--- src/rtl/q824_pkg.sv ---
// Shared Q8.24 fixed-point definitions for the multiplier and divider datapaths.
package q824_pkg;

    localparam int Q824_WIDTH = 32;
    localparam int Q824_FRAC  = 24;

    localparam logic [31:0] Q824_ONE = 32'h0100_0000;
    localparam logic [31:0] Q824_MAX = 32'h7FFF_FFFF;
    localparam logic [31:0] Q824_MIN = 32'h8000_0000;

    typedef logic signed [Q824_WIDTH-1:0] q824_t;

    typedef enum logic [1:0] {
        IDLE  = 2'd0,
        BUSY  = 2'd1,
        FINAL = 2'd2,
        DONE  = 2'd3
    } q824_state_e;

endpackage

--- src/rtl/mul_q824_iter_if.sv ---
// Valid/ready operand and result bus for the iterative Q8.24 multiplier.
interface mul_q824_iter_if #(
    parameter int WIDTH = 32
);
    logic                    in_valid;
    logic                    in_ready;
    logic signed [WIDTH-1:0] a;
    logic signed [WIDTH-1:0] b;
    logic                    out_valid;
    logic                    out_ready;
    logic signed [WIDTH-1:0] p;
    logic                    ovf;

    modport master (
        output in_valid, a, b, out_ready,
        input  in_ready, out_valid, p, ovf
    );

    modport slave (
        input  in_valid, a, b, out_ready,
        output in_ready, out_valid, p, ovf
    );
endinterface

--- src/rtl/q824_sat_neg.sv ---
// Sign-apply, optional rounding and saturation of a 2*WIDTH magnitude product.
// MUL_Q824_ROUND_EN: when defined, rounds half away from zero before the shift;
// otherwise the magnitude is truncated (toward zero).
module q824_sat_neg #(
    parameter int WIDTH = 32,
    parameter int FRAC  = 24
) (
    input  logic [2*WIDTH-1:0]      mag,
    input  logic                    neg,
    output logic signed [WIDTH-1:0] p,
    output logic                    ovf
);

`ifdef MUL_Q824_ROUND_EN
    localparam logic [2*WIDTH-1:0] RND = {{(2*WIDTH-1){1'b0}}, 1'b1} << (FRAC-1);
`else
    localparam logic [2*WIDTH-1:0] RND = '0;
`endif

    // Largest magnitude representable on the negative side is 2^(WIDTH-1).
    localparam logic [2*WIDTH-1:0] NEG_LIM = {{WIDTH{1'b0}}, 1'b1, {(WIDTH-1){1'b0}}};
    localparam logic [2*WIDTH-1:0] POS_LIM = NEG_LIM - 1'b1;

    function automatic logic [2*WIDTH-1:0] round_mag(input logic [2*WIDTH-1:0] m);
        logic [2*WIDTH-1:0] s;
        s = m + RND;
        return s >> FRAC;
    endfunction

    // Returns {ovf, result}; a zero magnitude yields +0 whatever the sign.
    function automatic logic [WIDTH:0] saturate(input logic [2*WIDTH-1:0] m, input logic n);
        logic [2*WIDTH-1:0] nm;
        nm = '0 - m;
        if (n) begin
            if (m > NEG_LIM) return {1'b1, 1'b1, {(WIDTH-1){1'b0}}};
            else             return {1'b0, nm[WIDTH-1:0]};
        end else begin
            if (m > POS_LIM) return {1'b1, 1'b0, {(WIDTH-1){1'b1}}};
            else             return {1'b0, m[WIDTH-1:0]};
        end
    endfunction

    logic [WIDTH:0] res;

    // Round, shift, sign and clamp in one combinational step.
    always_comb begin
        res = saturate(round_mag(mag), neg);
        p   = res[WIDTH-1:0];
        ovf = res[WIDTH];
    end

endmodule

--- src/rtl/mul_q824_iter.sv ---
// Iterative signed Q8.24 multiplier: radix-2 shift-add over operand magnitudes,
// then sign/round/saturate. Accept-to-out_valid latency is 34 cycles.
// MUL_Q824_ROUND_EN selects round-half-away-from-zero (see q824_sat_neg).
module mul_q824_iter
    import q824_pkg::*;
#(
    parameter int WIDTH = Q824_WIDTH,
    parameter int FRAC  = Q824_FRAC
) (
    input logic            clk,
    input logic            rst,
    mul_q824_iter_if.slave bus
);

    localparam int CW = $clog2(WIDTH);
    localparam logic [CW-1:0] LAST = CW'(WIDTH-1);

    q824_state_e             state;
    logic [CW-1:0]           cnt;
    logic                    fin_ph;
    logic [2*WIDTH-1:0]      mcand;
    logic [WIDTH-1:0]        mplier;
    logic [2*WIDTH-1:0]      acc;
    logic                    sign;
    logic signed [WIDTH-1:0] p_r;
    logic                    ovf_r;
    logic signed [WIDTH-1:0] sat_p;
    logic                    sat_ovf;

    // Two's-complement magnitude; the most negative value maps to 2^(WIDTH-1) exactly.
    function automatic logic [WIDTH-1:0] magnitude(input logic signed [WIDTH-1:0] v);
        logic [WIDTH-1:0] u;
        u = $unsigned(v);
        return v[WIDTH-1] ? (~u + 1'b1) : u;
    endfunction

    q824_sat_neg #(
        .WIDTH (WIDTH),
        .FRAC  (FRAC)
    ) u_sat (
        .mag (acc),
        .neg (sign),
        .p   (sat_p),
        .ovf (sat_ovf)
    );

    // Control FSM plus shift-add iteration; FINAL spans two cycles so the
    // wide add/saturate path gets a full cycle before the result is presented.
    always_ff @(posedge clk) begin
        if (rst) begin
            state  <= IDLE;
            cnt    <= '0;
            fin_ph <= 1'b0;
            mcand  <= '0;
            mplier <= '0;
            acc    <= '0;
            sign   <= 1'b0;
            p_r    <= '0;
            ovf_r  <= 1'b0;
        end else begin
            case (state)
                IDLE: begin
                    if (bus.in_valid) begin
                        mcand  <= {{WIDTH{1'b0}}, magnitude(bus.a)};
                        mplier <= magnitude(bus.b);
                        acc    <= '0;
                        sign   <= bus.a[WIDTH-1] ^ bus.b[WIDTH-1];
                        cnt    <= '0;
                        state  <= BUSY;
                    end
                end
                BUSY: begin
                    if (mplier[0]) acc <= acc + mcand;
                    mcand  <= mcand << 1;
                    mplier <= mplier >> 1;
                    if (cnt == LAST) begin
                        cnt   <= '0;
                        state <= FINAL;
                    end else begin
                        cnt <= cnt + 1'b1;
                    end
                end
                FINAL: begin
                    p_r    <= sat_p;
                    ovf_r  <= sat_ovf;
                    fin_ph <= ~fin_ph;
                    if (fin_ph) state <= DONE;
                end
                DONE: begin
                    if (bus.out_ready) state <= IDLE;
                end
                default: state <= IDLE;
            endcase
        end
    end

    assign bus.in_ready  = (state == IDLE);
    assign bus.out_valid = (state == DONE);
    assign bus.p         = p_r;
    assign bus.ovf       = ovf_r;

endmodule

--- src/flat_wrapper.sv ---
// flat-port wrapper written by rule: the top's interface ports become plain ports
module mul_q824_iter_flat import q824_pkg::*;
#(
    parameter int WIDTH = Q824_WIDTH,
    parameter int FRAC  = Q824_FRAC
)
  (clk, rst, bus_in_valid, bus_a, bus_b, bus_out_ready, bus_in_ready, bus_out_valid, bus_p, bus_ovf);
  mul_q824_iter_if #(.WIDTH(WIDTH)) bus_i ();
  input logic clk;
  input logic rst;
  input wire logic [$bits(bus_i.in_valid)-1:0] bus_in_valid;
  input wire logic [$bits(bus_i.a)-1:0] bus_a;
  input wire logic [$bits(bus_i.b)-1:0] bus_b;
  input wire logic [$bits(bus_i.out_ready)-1:0] bus_out_ready;
  output wire logic [$bits(bus_i.in_ready)-1:0] bus_in_ready;
  output wire logic [$bits(bus_i.out_valid)-1:0] bus_out_valid;
  output wire logic [$bits(bus_i.p)-1:0] bus_p;
  output wire logic [$bits(bus_i.ovf)-1:0] bus_ovf;
  assign bus_i.in_valid = bus_in_valid;
  assign bus_i.a = bus_a;
  assign bus_i.b = bus_b;
  assign bus_i.out_ready = bus_out_ready;
  assign bus_in_ready = bus_i.in_ready;
  assign bus_out_valid = bus_i.out_valid;
  assign bus_p = bus_i.p;
  assign bus_ovf = bus_i.ovf;
  mul_q824_iter #(.WIDTH(WIDTH), .FRAC(FRAC)) u_core (.clk(clk), .rst(rst), .bus(bus_i));
endmodule
--- config.mk ---
export PLATFORM = sky130hd
export DESIGN_NAME = mul_q824_iter_flat
export DESIGN_NICKNAME = d
export VERILOG_FILES = /design/src/rtl/q824_pkg.sv /design/src/rtl/mul_q824_iter_if.sv /design/src/rtl/q824_sat_neg.sv /design/src/rtl/mul_q824_iter.sv /design/src/flat_wrapper.sv
export SDC_FILE = /design/constraint.sdc
export NUM_CORES = 1
export LEC_CHECK = 0
export ABC_AREA = 1
export BUFFER_PORTS_ARGS = -buffer_cell sky130_fd_sc_hd__buf_2
export CAP_MARGIN = 20
export CORE_ASPECT_RATIO = 1.2
export CORE_MARGIN = 8
export CORE_UTILIZATION = 63
export CTS_CLUSTER_DIAMETER = 150
export DETAILED_ROUTE_END_ITERATION = 6
export GPL_ROUTABILITY_DRIVEN = 1
export PLACE_DENSITY = 0.82
export SETUP_SLACK_MARGIN = 0.5
export SLEW_MARGIN = 20
export SYNTH_ARGS = -nofsm -noshare
export SYNTH_HDL_FRONTEND = slang
export SYNTH_SLANG_ARGS = --single-unit
--- constraint.sdc ---
create_clock -name clk -period 2.9 [get_ports clk]
set_clock_uncertainty 0.2 [all_clocks]
set_input_delay 0.435 -clock clk [delete_from_list [all_inputs] [get_ports clk]]
set_output_delay 0.435 -clock clk [all_outputs]
set_load 0.05 [all_outputs]
# --- After elaboration in Yosys (flattened, before gate mapping) ---
# Cells that the tools add are included.
totals:
  reg_bits: 202
  inputBits: 68
  out_inout_bits: 35
  elab_cells: 55
classes:
  addsub: 5
  order_cmp: 2
  n_eq_ne: 9
  muxes: 20
  bitwise_logic: 4
  reduce_logical: 6
ops:
  columns: ["op", "count"]
  rows:
  - ["64-bit case mux with 2 select lines", 2]
  - ["64-bit two-way mux", 3]
  - ["33-bit two-way mux", 3]
  - ["32-bit two-way mux", 3]
  - ["32-bit by 1-bit adder with 32-bit output, second input constant", 2]
  - ["64-bit adder", 1]
  - ["32-bit inverter", 2]
  - ["32-bit case mux with 2 select lines", 1]
  - ["40-bit by 31-bit > comparator with 1-bit output, second input constant", 1]
  - ["40-bit by 32-bit > comparator with 1-bit output, second input constant", 1]
  - ["1-bit by 32-bit subtractor with 32-bit output, first input constant", 1]
  - ["5-bit two-way mux", 2]
  - ["5-bit case mux with 2 select lines", 1]
  - ["2-bit two-way mux", 4]
  - ["2-bit case mux with 4 select lines", 1]
  - ["2-bit by 1-bit != test with 1-bit output, second input constant", 3]
  - ["5-bit by 1-bit adder with 5-bit output, second input constant", 1]
  - ["5-bit equality test, second input constant", 1]
  - ["2-bit equality test, second input constant", 2]
  - ["2-bit != test, second input constant", 2]
  - ["2-bit AND reduction", 2]
  - ["4-bit AND reduction", 1]
  - ["3-bit AND reduction", 1]
  - ["2-bit by 1-bit equality test with 1-bit output, second input constant", 1]
  - ["4 further kinds", 4]

# --- Depth between registers and ports, before layout ---
logic_depth:
  ltp_word: 5
  ltp_mapped: 16
  ltp_nobuf: 16

# --- By module ---
# From an unflattened synthesis, not the netlist that was laid out.
unflattened:
  cells_unflattened: 2968
  hier_area_um2: 16538.4
by_module_without_submodules:
  columns: ["module", "n_inst", "cells_each", "area_per_inst_um2", "seq_area_each_um2"]
  rows:
  - ["mul_q824_iter", 1, 2653, 15028.2, 4043.9]
  - ["q824_sat_neg", 1, 315, 1510.2, 0.0]

# --- Least setup slack after synthesis ---
# OpenSTA, ideal clock, no wires.
synth_timing:
  path_kind: "register to register"
  from: "reg u_core.state[0]"
  to: "reg u_core.cnt[0]"
  setup_ps: 71
  t_arrival_ps: 1966
  required_time_ps: 2629
  path_slack_ps: 662
  path_stages_with_launch: 10
  path_buffers: 2
  period_less_slack_ps: 2238
  path_cell_list: "dfxtp_1 > inv_1 > ha_1 > nand2_1 > o21ai_1 > buf_2 > inv_2 > buf_2 > or2_2 > a21oi_1"
synth_via:
  elab_chain_len: 3
  elab_cells_between_ends: 6
  cone_classes: "2 x eq/ne; 1 x mux; 3 x reduce/logical"
synth_rtl:
  columns: ["item", "line", "source"]
  rows:
  - ["start: declaration", "mul_q824_iter.sv:18", "q824_state_e state;"]
  - ["start signal: assignment", "mul_q824_iter.sv:51", "state <= IDLE;"]
  - ["start signal: assignment", "mul_q824_iter.sv:69", "state <= BUSY;"]
  - ["start signal: assignment", "mul_q824_iter.sv:78", "state <= FINAL;"]
  - ["2-bit logical NOT *", null, null]
  - ["net bus_in_ready", "flat_wrapper.sv:15", "output wire logic [$bits(bus_i.in_ready)-1:0] bus_in_ready;"]
  - ["2-bit != test (no source line) or 2-bit nonzero test (tied branches)", null, null]
  - ["2-bit AND reduction (no source line)", null, null]
  - ["end signal: assignment", "mul_q824_iter.sv:80", "cnt <= cnt + 1'b1;"]
  - ["end: declaration", "mul_q824_iter.sv:19", "logic [CW-1:0] cnt;"]
# The timed path passes the listed nets; every way through them passes the cells marked *.
# A chain may end at the register's enable or synchronous reset.

# --- Worst setup path in the final report ---
layout_timing:
  from: "reg u_core.mcand[0]"
  to: "reg u_core.acc[36]"
layout_via:
  elab_chain_len: 3
layout_rtl:
  columns: ["item", "line", "source"]
  rows:
  - ["start: declaration", "mul_q824_iter.sv:21", "logic [2*WIDTH-1:0] mcand;"]
  - ["start signal: assignment", "mul_q824_iter.sv:64", "mcand <= {{WIDTH{1'b0}}, magnitude(bus.a)};"]
  - ["start signal: assignment", "mul_q824_iter.sv:74", "mcand <= mcand << 1;"]
  - ["64-bit adder", "mul_q824_iter.sv:73", "if (mplier[0]) acc <= acc + mcand;"]
  - ["64-bit two-way mux", "mul_q824_iter.sv:73", null]
  - ["64-bit case mux with 2 select lines", "mul_q824_iter.sv:61", "case (state)"]
  - ["end signal: assignment", "mul_q824_iter.sv:73", null]
  - ["end: declaration", "mul_q824_iter.sv:23", "logic [2*WIDTH-1:0] acc;"]
# Every way passes these cells. The select of a mux whose other input is x is not followed.

==> reports/summary.md <==
For this run, the detailed router's first-pass iteration total came to 7. Gate family responsible for the most delay along the worst path: simple AND/OR/NAND/NOR gates. The area share of fa/ha/maj cells after synthesis came out at 0.0567. The total buffers and inverters traversed by the critical path is 1.

The flop-to-flop setup slack is 0.49 ns. The count of unresolved DRC violations after routing was 28. The placed instances occupy a cell area of 0.0172 mm2.

In this run the clock root is driven by a clkbuf_16. For this design, the sink count on the clock tree is 202. Summed over all failing endpoints, the final setup total negative slack is 0 ns. The number of setup violations in the final report is 0, and the routed wire length is 59.0 mm. Prior to clock tree synthesis, the placed netlist has a worst setup slack of 0.155 ns.

STA classifies the critical path startpoint as a flop. The tools report the maximum clock frequency as 416 MHz. The worst setup path is captured at a flop. For the via count of the first global-routing pass, the log shows 17,900.

STA puts the critical path data required time at 3.08 ns. The setup path with the least slack is of type flop to flop. The share of synthesized cell area in and, or, nand and nor gates is 0.388, and the total vias in the final route is 19,100. The level count of the clock H-tree is 1. The fraction of synthesized cell area taken by the top area cell type works out to 0.249. The max-slew violation count is 0, and the relative max-transition margin is 0.479. The number of max-cap violations is 0. The run gives 2.58 ns as the critical path data arrival time. The first global-routing pass estimated 88.1 mm of wire. The standby leakage power is 9.35 nW. After detailed placement, the design holds a cell count of 3,221. The share of synthesized registers carrying an async set or reset is 0, and the synthesized-area fraction occupied by ao, oa, aoi and oai cells is 0.157. At the end of routability-driven placement, the weighted congestion stood at 1.06. The parity-gate share of the synthesized area counting xor and xnor cells came out at 0.0254. Global routing finished with a remaining overflow of 0. The floorplan step defined a die boundary enclosing 0.0312 mm2. For the worst-skew pair, the clock arrives at the later sink with an insertion delay of 0.53 ns.

In this run, post-CTS hold repair placed 0 buffers. Dividing the detail-routed wire length by the instance count gives 18.0 um. dfxtp_1 takes more of the synthesized area than any other cell. The flow ran to the end, but the final reports show violations. The commonest cells after synthesis are nand2_1 (921), inv_1 (417), a21oi_1 (313). No sink is reached through more buffers than the 3 on the longest clock path.

The most common cell in the netlist was nand2_1. The floorplan step set the die height to 192 um. After the flow finishes, the layout carries non-filler instances totaling 3,269. Entering global routing, the biggest net connects 162 pins. Delay of the slowest cell on the worst path: 0.41 ns.

For this design the ratio of total power to cell area is 598 mW/mm2. The final critical delay including setup and external delays came out at 2.41 ns. The post-synthesis instance area was 0.0162 mm2. Across the VDD grid, the largest voltage drop is 0.000596 V. The finished layout cell area is 0.0191 mm2, and the pin slew with the least headroom to its limit is 0.782 ns. The tools report the remaining antenna violation count after routing as 0. The path category of the worst min-delay check was input port to flop. The region available for standard cell placement spans 0.0254 mm2. The final reports fail on design-rule violations.

In the post-synthesis netlist, the biggest area contributors are dfxtp_1 (25%), nand2_1 (21%), a21oi_1 (9.6%). The largest family of logic cells by synthesized area is simple AND/OR/NAND/NOR gates. Yosys mapped a number of flops with a built-in enable equal to 0. The cell that appears most often on the critical path is nand2_1. The logs give 3,066 for the post-layout net count and 42.0 mm for the half-perimeter wire length after placement. The post-detailed-route via-to-cell ratio came out at 5.85. The initial core utilization is 0.640, and the clock slew at the register clock pins of the worst setup and hold paths is 0.06 ns. Top flip-flop cell by instance count after synthesis: dfxtp_1. The slowest stage of the critical path belongs to the cell fa_2. Setup repair after global routing could not meet its margin everywhere.

The tools report the count of final hold-check violations as 0. The count of standard-cell rows came out at 64. Counting flops and latches in the post-synthesis netlist gives 202. During synthesis, Yosys emitted a total of 0 warnings. A synthesized cell averages 5.71 um2.

The tools report the synthesized instance count as 2,844. The fraction of the yosys area taken by sequential cells was 0.249. The relative area change from synthesis to final layout works out to 17.8%. TritonCTS built the clock tree. The largest fanout on the critical path is 4, and the count of boundary I/O pins is 103. The ratio of cells with drive above 1 in the final layout is 0.151, and the count of input and output buffers is 102. For the post-route worst setup slack, the log shows 0.494 ns. The share of the clock period used by the worst path after layout came out at 0.830. The synthesized netlist contains 45 unique library cells. The multiplexer area fraction after synthesis was 0. The critical path goes through ha_4 > inv_1 > fa_2 > nand3b_1 > nand2_2 > nand2_1 > nand3_2 > nand2_1 > nand2_2 > nand3_2 > nand2_1 > nand2_1 > nand3_1 > a21oi_1.

The logs give 2 for the number of antenna violations at the first check in global routing and 1,919 for the starting DRC count in detailed routing. When the netlist entered floorplanning its net count stood at 2,985. For the total track usage, the log shows 0.350. In this run the horizontal extent of the chip is 163 um.

Buffers inserted during clock tree synthesis total 23.
## where the power goes
part	internal [mW]	switching (mW)
Sequential	3.33	0.447
Clock	1.69	1.23
Combinational	1.46	3.28
## logic make-up after synthesis
group / Yosys count
buffers and inverters: 521
AND/OR/NAND/NOR: 1520
adder cells (fa/ha/maj): 73
AO/OA/AOI/OAI: 481
XOR/XNOR: 47
flip-flops: 202
## final timing paths
kind,start,end,depth (start not counted)
min,bus_a[0],u_core.mcand[0],3
min reg2reg,u_core.mplier[28],u_core.mplier[28],2
max reg2reg,u_core.mcand[0],u_core.acc[36],14
max,u_core.mcand[0],u_core.acc[36],14
## sequential cells by signal (all words and copies together) (netlist names)
register        cells
u_core.state        2
u_core.bus.p       32
u_core.mplier      32
u_core.mcand       64
u_core.bus.ovf      1
u_core.fin_ph       1
u_core.acc         64
u_core.sign         1
u_core.cnt          5
## per-layer routing
layer  global-route usage  vias up  share of wire
met3               0.0720      290          0.086
met4                0.275        4          0.079
met5               0.0113        -        0.00098
met1                0.369     8606           0.36
met2                0.601      990           0.47
li1                     -     9219              -
## placed cells by master, fill, tap and decap left out, drive strengths merged, types with 2 or more instances in the layout
cell type	synthesis	routed
nor4	11	11
clkbuf	59	33
o2111ai	2	2
xor2	37	37
o221ai	4	4
nor3	39	39
and2	4	4
or2	15	15
and3	3	3
buf	40	155
a21oi	314	314
o31ai	4	4
a31oi	3	3
a21o	3	3
nor2	265	265
inv	422	422
xnor2	10	10
nand4	28	28
nand3	222	222
nand2	924	924
ha	72	72
o21bai	4	4
o21ai	117	117
nand3b	9	9
o211ai	26	26
dfxtp	202	202
clkinv	0	3
## area by class of cell
cell class / instances / area [um2]
antenna: 1 / 2.50
clock buffer: 33 / 673
clock inverter: 5 / 56.3
fill: 2117 / 6260
inverter: 422 / 1590
multi-input combinational: 2121 / 11300
sequential: 202 / 4080
tap: 330 / 413
timing repair buffer: 155 / 981
## worst reg2reg max path: cells and delay by family, from the launching register on
family / cells / cell delay [ns]
buf+inv: 1 / 0.05
flops: 1 / 0.35
simple gates: 10 / 1.04
compound gates: 1 / 0.06
fa+ha+maj: 2 / 0.54
## through the flow
step	hold slack [ns]	total power, mW	utilization
after floorplan	0.241	6.91	-
after global placement	0.248	8.01	0.676
after detailed placement	0.255	8.13	0.676
after CTS	0.0144	11.0	0.713
after global routing	0.0313	12.0	0.753
final	0.00568	11.4	0.753
## timing repair
action / in CTS / in global routing
endpoints found under the setup margin: 71 / 89
resized for setup: 57 / 213
setup buffers: 1 / 8
pin swaps: 0 / 19
Power figures use the tool's default switching activity.
